**src/rtl/mem_pkg.sv**
```systemverilog
// Shared widths and word/address types for the FIR coefficient and sample storage.
package mem_pkg;
    localparam int DATA_W = 16;
    localparam int ADDR_W = 6;
    localparam int DEPTH  = 64;

    typedef logic [DATA_W-1:0] word_t;
    typedef logic [ADDR_W-1:0] addr_t;
endpackage

```
**src/rtl/mem_bank.sv**
```systemverilog
// One flop-based DEPTH x DATA_W bank with a single shared write/read address and registered read.
// Optional macro MEM_WR_BYPASS_EN forwards write data to dout on a same-cycle write.
module mem_bank
    import mem_pkg::*;
(
    input  logic  clk,
    input  logic  rstn,
    input  logic  we,
    input  addr_t addr,
    input  word_t din,
    output word_t dout
);

    word_t [DEPTH-1:0] mem;
    word_t             rdWord;

    // The read and write share one address, so every write is a same-address collision.
`ifdef MEM_WR_BYPASS_EN
    assign rdWord = we ? din : mem[addr];
`else
    assign rdWord = mem[addr];
`endif

    always_ff @(posedge clk or negedge rstn) begin
        if (!rstn) begin
            mem  <= '0;
            dout <= '0;
        end else begin
            if (we) mem[addr] <= din;
            dout <= rdWord;
        end
    end

endmodule

```
**src/rtl/mem_top.sv**
```systemverilog
// Coefficient and sample storage feeding the FIR multiply-accumulate stage.
// Optional macro MEM_WR_BYPASS_EN selects write-through forwarding in both banks.
module mem_top
    import mem_pkg::*;
(
    input  logic              clk,
    input  logic              rstn,
    input  logic              cload,
    input  logic [ADDR_W-1:0] caddr,
    input  logic [DATA_W-1:0] cin,
    input  logic              xload,
    input  logic [ADDR_W-1:0] xaddr,
    input  logic [DATA_W-1:0] xin,
    output logic [DATA_W-1:0] coeffCurr,
    output logic [DATA_W-1:0] xCurr
);

    mem_bank coeffBank (
        .clk  (clk),
        .rstn (rstn),
        .we   (cload),
        .addr (caddr),
        .din  (cin),
        .dout (coeffCurr)
    );

    mem_bank sampleBank (
        .clk  (clk),
        .rstn (rstn),
        .we   (xload),
        .addr (xaddr),
        .din  (xin),
        .dout (xCurr)
    );

endmodule

```
**config.mk**
```make
export PLATFORM = sky130hd
export DESIGN_NAME = mem_top
export DESIGN_NICKNAME = d
export VERILOG_FILES = /design/src/rtl/mem_pkg.sv /design/src/rtl/mem_bank.sv /design/src/rtl/mem_top.sv
export SDC_FILE = /design/constraint.sdc
export NUM_CORES = 2
export LEC_CHECK = 0
export BUFFER_PORTS_ARGS = -buffer_cell sky130_fd_sc_hd__buf_2
export CAP_MARGIN = 20
export CORE_ASPECT_RATIO = 2
export CORE_MARGIN = 2
export CORE_UTILIZATION = 63
export CTS_CLUSTER_DIAMETER = 60
export DETAILED_ROUTE_END_ITERATION = 12
export GPL_ROUTABILITY_DRIVEN = 0
export PLACE_DENSITY = 0.79
export SETUP_SLACK_MARGIN = 0.5
export SLEW_MARGIN = 10
export SYNTH_ARGS = -nofsm -noshare
export SYNTH_HDL_FRONTEND = slang
export SYNTH_HIERARCHICAL = 1
export SYNTH_SLANG_ARGS = --single-unit
```
**constraint.sdc**
```tcl
create_clock -name clk -period 2.9 [get_ports clk]
set_clock_uncertainty 0.2 [all_clocks]
set_input_delay 0.435 -clock clk [delete_from_list [all_inputs] [get_ports clk]]
set_output_delay 0.435 -clock clk [all_outputs]
set_load 0.03 [all_outputs]
```
# Yosys cells after proc, flatten, opt, wreduce, memory -nomap -nowiden
# Index checks and enable logic that the tools add are counted.
dict set report word_totals {
  ff_bits 2080
  output_inout_bits 32
}
dict set report classes {
  n_lt_le_gt_ge 4
  n_mux 10
  n_reduce_logical 2
}
# op n
set ops {}
lappend ops {{$bwmux 1024} 2}
lappend ops {{$bmux 16 s6} 2}
lappend ops {{$demux 16 s6} 2}
lappend ops {{$mux 16} 4}
lappend ops {{$lt 6x7->1 const B} 2}
lappend ops {{$ge 6x1->1 const B} 2}
lappend ops {{$logic_and 1x1->1} 2}

# Longest topological paths before layout
dict set report logic_depth {
  depth_word 5
  depth_mapped 11
  depth_no_buf 6
}

# Hierarchy
# Netlist, hierarchy kept.
# mod instances cells_per_inst area_each_um2 seq_area_each_um2
set by_module_without_submodules {}
lappend by_module_without_submodules {{mem_bank at coeffBank} 1 3440 46708.5 26025.0}
lappend by_module_without_submodules {{mem_bank at sampleBank} 1 3399 46701.0 26025.0}

# Worst setup path before layout
# No wires, ideal clock.
dict set report synth_path {
  kind {input to register}
  from {input port xaddr[2]}
  to {register sampleBank.dout[14]}
  setup_ns 0.135
  arrival_time_ns 2.204
  path_slack_ns 0.362
  cell_stages 10
  path_cell_list {buf_2 buf_2 buf_2 buf_2 buf_1 mux4_2 nand3_1 nand4_1 nor3_1 nand4_1}
}
dict set report synth_via {
  elab_chain_len 2
}
# element line_no
set synth_lines {}
lappend synth_lines {{from (decl)} mem_top.sv:12} ;# input logic [ADDR_W-1:0] xaddr,
lappend synth_lines {{$bmux 16 s6} mem_bank.sv:21} ;# assign rdWord = mem[addr];
lappend synth_lines {{$mux 16 (not written as such)} mem_bank.sv:21}
lappend synth_lines {{via sampleBank.rdWord[14]} mem_bank.sv:15} ;# word_t rdWord;
lappend synth_lines {{to (signal assigned)} mem_bank.sv:30} ;# dout <= rdWord;
lappend synth_lines {{to (decl)} mem_bank.sv:11} ;# output word_t dout
# The timed path passes the listed nets, and every way through them passes these cells. The select of a mux whose other input is x is not followed.
# A chain may end at the register's enable or synchronous reset.

# Worst setup path in the final report
dict set report layout_path {
  from {register sampleBank/mem[474] (netlist name)}
  to {register sampleBank.dout[10]}
}
dict set report layout_via {
  elab_chain_len 2
}
# element line_no
set layout_lines {}
lappend layout_lines {{from (decl)} mem_bank.sv:14} ;# word_t [DEPTH-1:0] mem;
lappend layout_lines {{from (signal, indexed assignment)} mem_bank.sv:29} ;# if (we) mem[addr] <= din;
lappend layout_lines {{$bmux 16 s6} mem_bank.sv:21}
lappend layout_lines {{$mux 16 (not written as such)} mem_bank.sv:21}
lappend layout_lines {{via sampleBank.rdWord[10]} mem_bank.sv:15}
# The timed path passes the listed nets, and every way through them passes these cells. The select of a mux whose other input is x is not followed.

==> summary.md <==
| Metric | Value |
|---|---|
| First-pass GRT wire length | 481000 um |
| Synth warn | 6 |
| Die height | 549 um |
| ANT nets after route | 0 |
| Initial Utilization | 63.5% |
| Reg clk slew, reported paths | 0.07 ns |
| # setup viols final | 0 |
| Area Growth Syn to Fin | 16.3% |
| Largest family of logic cells by synthesized area | multiplexers |
| Number of global-route vias before repair | 71500 |
| Worst VDD drop | 0.703 mV |
| Unique masters post-synth | 68 |
| I/O pin total | 80 |
| Total iterations of the first detailed-routing run | 10 |
| CP max FO | 2 |
| CTS tree | yes |
| Detailed Route WL | 329000 um |
| Largest net degree at the start of global routing | 92 |
| Max Root-Sink Buffers | 4 |
| Post-synthesis cell area | 0.0934 mm2 |
| Worst Hold Class | in2reg |
| Worst EP required | 3.40 ns |
| Syn Nets | 6887 |
| GRT overflow | 0 |
| Initial antenna violation count | 26 |
| Post-synthesis async set-or-reset flop share | 100% |
| Crit end category | flip-flop |
| Core Footprint | 0.147 mm2 |
| Critical path data arrival time | 3.20 ns |
| Sink Count | 2080 |
| Final slew viol count | 0 |
| Vias per inst | 7.22 |
| Core Rows | 199 |
| Mapped Cells | 6839 |
| Worst Tran Pin Value | 1.03 ns |
| Synthesized-area fraction occupied by adder cells | 0% |
| Root Buffer | clkbuf_16 |
| PD cells | 645 mW/mm2 |
| Full die area | 0.152 mm2 |
| Vias | 67300 |
| Layout Nets | 7310 |
| Synthesized flop and latch total | 2080 |
| Critical Path Source Type | flip-flop |
| Starting DRT DRC Count | 7576 |
| Compound-gate portion of the synthesized area | 9.89% |
| Kind of critical path | reg2reg |
| Share of cells above drive strength 1 | 47.5% |
| F_max | 371 MHz |
| I/O Buffers | 79 |
| Fin. Hold Viols | 0 |
| Wirelength per Cell | 35.3 um |
| Avg Inst Size Synth | 13.7 um2 |
| Num CTS Buffers | 183 |
| Period utilization | 92.8% |
| Xor-xnor portion of the synthesized cell area | 0% |
| Post-synthesis sequential area ratio | 55.7% |
| Worst-Skew Late Latency | 0.84 ns |
| Setup_tns | 0 ns |
| Drc violations | 0 |
| Max-cap violations | 0 |
| Die Span X | 276 um |
| Status | complete, no violations |
| DP HPWL | 219000 um |
| Mux contribution to synthesized area | 27.8% |
| Total Power | 70.1 mW |
| RSZ-0062 raised after global routing | true |
| Area share of and/or/nand/nor cells after synthesis | 3.13% |
| Main synth FF type | dfrtp_1 |
| GRT Total Usage | 43.6% |
| Leak | 50.4 nW |
| Fin crit period | 2.69 ns |
| H-tree levels | 4 |
| Number of synthesized flops with an enable pin | 0 |
| Slew headroom | 30.8% |
[Yosys cell counts, types with 24 or more instances]
cell	number	share of area, %
o22ai_1	78	0.52
nor2_2	54	0.36
nand4_1	25	0.17
mux2_2	2060	25
buf_1	77	0.31
nand2_2	24	0.16
nor2_1	157	0.63
nand3_1	34	0.18
mux4_2	80	1.9
a22o_1	32	0.30
a211oi_1	39	0.31
clkbuf_1	347	1.4
nor3_1	60	0.32
a22oi_1	317	2.5
a21oi_1	118	0.63
nand2_1	102	0.41
a221oi_1	410	3.8
buf_2	245	1.3
dfrtp_1	2080	56
mux2i_1	84	0.90
o21ai_0	137	0.73
[flip-flops by register name, indices dropped and copies added (netlist names)]
signal           flops
coeffBank/dout      16
sampleBank/mem    1024
sampleBank/dout     16
coeffBank/mem     1024
[cell families after synthesis]
family          count (synthesis)
buf+inv                       713
compound gates               1240
flops                        2080
simple gates                  571
mux                          2235
[metrics by stage]
stage | hold slack [ns] | utilization [%] | setup WS (ns) | instances | cell area, um2
global route | 0.0488 | 73.8 | 0.153 | 9304 | 109000
floorplan | -0.0606 | - | 0.405 | 6839 | 93500
global placement | 0.133 | 69.6 | -0.540 | 8982 | 102000
finish | 0.00932 | 73.8 | 0.207 | 9318 | 109000
CTS | 0.0212 | 73.7 | 0.348 | 9293 | 108000
detailed placement | 0.129 | 69.6 | -0.580 | 8982 | 102000
[placed cells by master, fill, tap and decap left out, types with 12 or more instances in the layout]
| cell type | n |
|---|---|
| mux4_2 | 80 |
| mux2_2 | 2060 |
| buf_4 | 649 |
| a22oi_1 | 313 |
| a211oi_1 | 38 |
| bufinv_16 | 12 |
| or3_1 | 13 |
| a31oi_1 | 13 |
| buf_2 | 73 |
| a21oi_1 | 115 |
| nand4_1 | 25 |
| o221ai_1 | 16 |
| clkbuf_16 | 186 |
| nor2_1 | 153 |
| nand2_2 | 27 |
| clkbuf_8 | 46 |
| o21ai_0 | 129 |
| nor2_2 | 48 |
| clkbuf_1 | 27 |
| a221oi_1 | 405 |
| o32ai_1 | 13 |
| nor3_1 | 56 |
| o22ai_1 | 76 |
| mux2i_1 | 84 |
| clkinv_2 | 23 |
| dfrtp_1 | 2080 |
| a22o_1 | 32 |
| buf_12 | 218 |
| nand2_1 | 99 |
| or4_1 | 16 |
| diode_2 | 24 |
| nand3_1 | 34 |
[routing by layer]
layer  vias to the layer above  global-route usage [%]  wire length [um]
met1                     34500                    44.3             99500
li1                      26600                       -                 -
met5                         -                       0               114
met3                      1960                    10.5             28100
met4                        14                    48.5             46300
met2                      4223                    70.4            155000
[path summary, 6_finish.rpt]
kind / cells after the start / to / startpoint / slack, ns
worst max-delay path: 5 / sampleBank/dout[10] / sampleBank/mem[474] / 0.21
worst min-delay path: 3 / sampleBank/mem[604] / xin[12] / 0.009
worst max register to register: 5 / sampleBank/dout[10] / sampleBank/mem[474] / 0.21
worst min register to register: 1 / sampleBank/mem[834] / sampleBank/mem[834] / 0.30
max in group asynchronous: 3 / coeffBank/mem[69] / rstn / 1.31
min in group asynchronous: 3 / coeffBank/mem[909] / rstn / 0.18
[critical path, stage by stage (launching register included)]
cell and delay [ns]:
dfrtp_1 0.38, mux2_2 0.26, a221o_1 0.29, a222oi_1 0.70, o22ai_1 0.27, or4_1 0.46
[area by class of cell]
cell class	instances	area, um2
Inverter	5	20.0
Sequential cell	2080	52000
Timing Repair Buffer	946	9670
Tap cell	1909	2390
Clock buffer	258	5380
Multi-Input combinational cell	4046	38500
Antenna cell	24	60.1
Fill cell	8962	38500
Clock inverter	50	607
[where the power goes]
| part | switching [mW] | internal, mW | total, mW |
|---|---|---|---|
| Combinational | 5.27 | 4.86 | 10.1 |
| Sequential | 2.17 | 32.9 | 35.0 |
| Clock | 11.0 | 13.9 | 24.9 |
| Total | 18.4 | 51.7 | 70.1 |
[repair_timing]
item,in CTS,in global routing
endpoints found under the setup margin,5,22
hold buffers,3,0
gates cloned,0,0
hold endpoints to repair,1210,0
gates resized for setup,5,32
pin swaps,5,5
buffers inserted,0,0
Power figures use the tool's default switching activity.
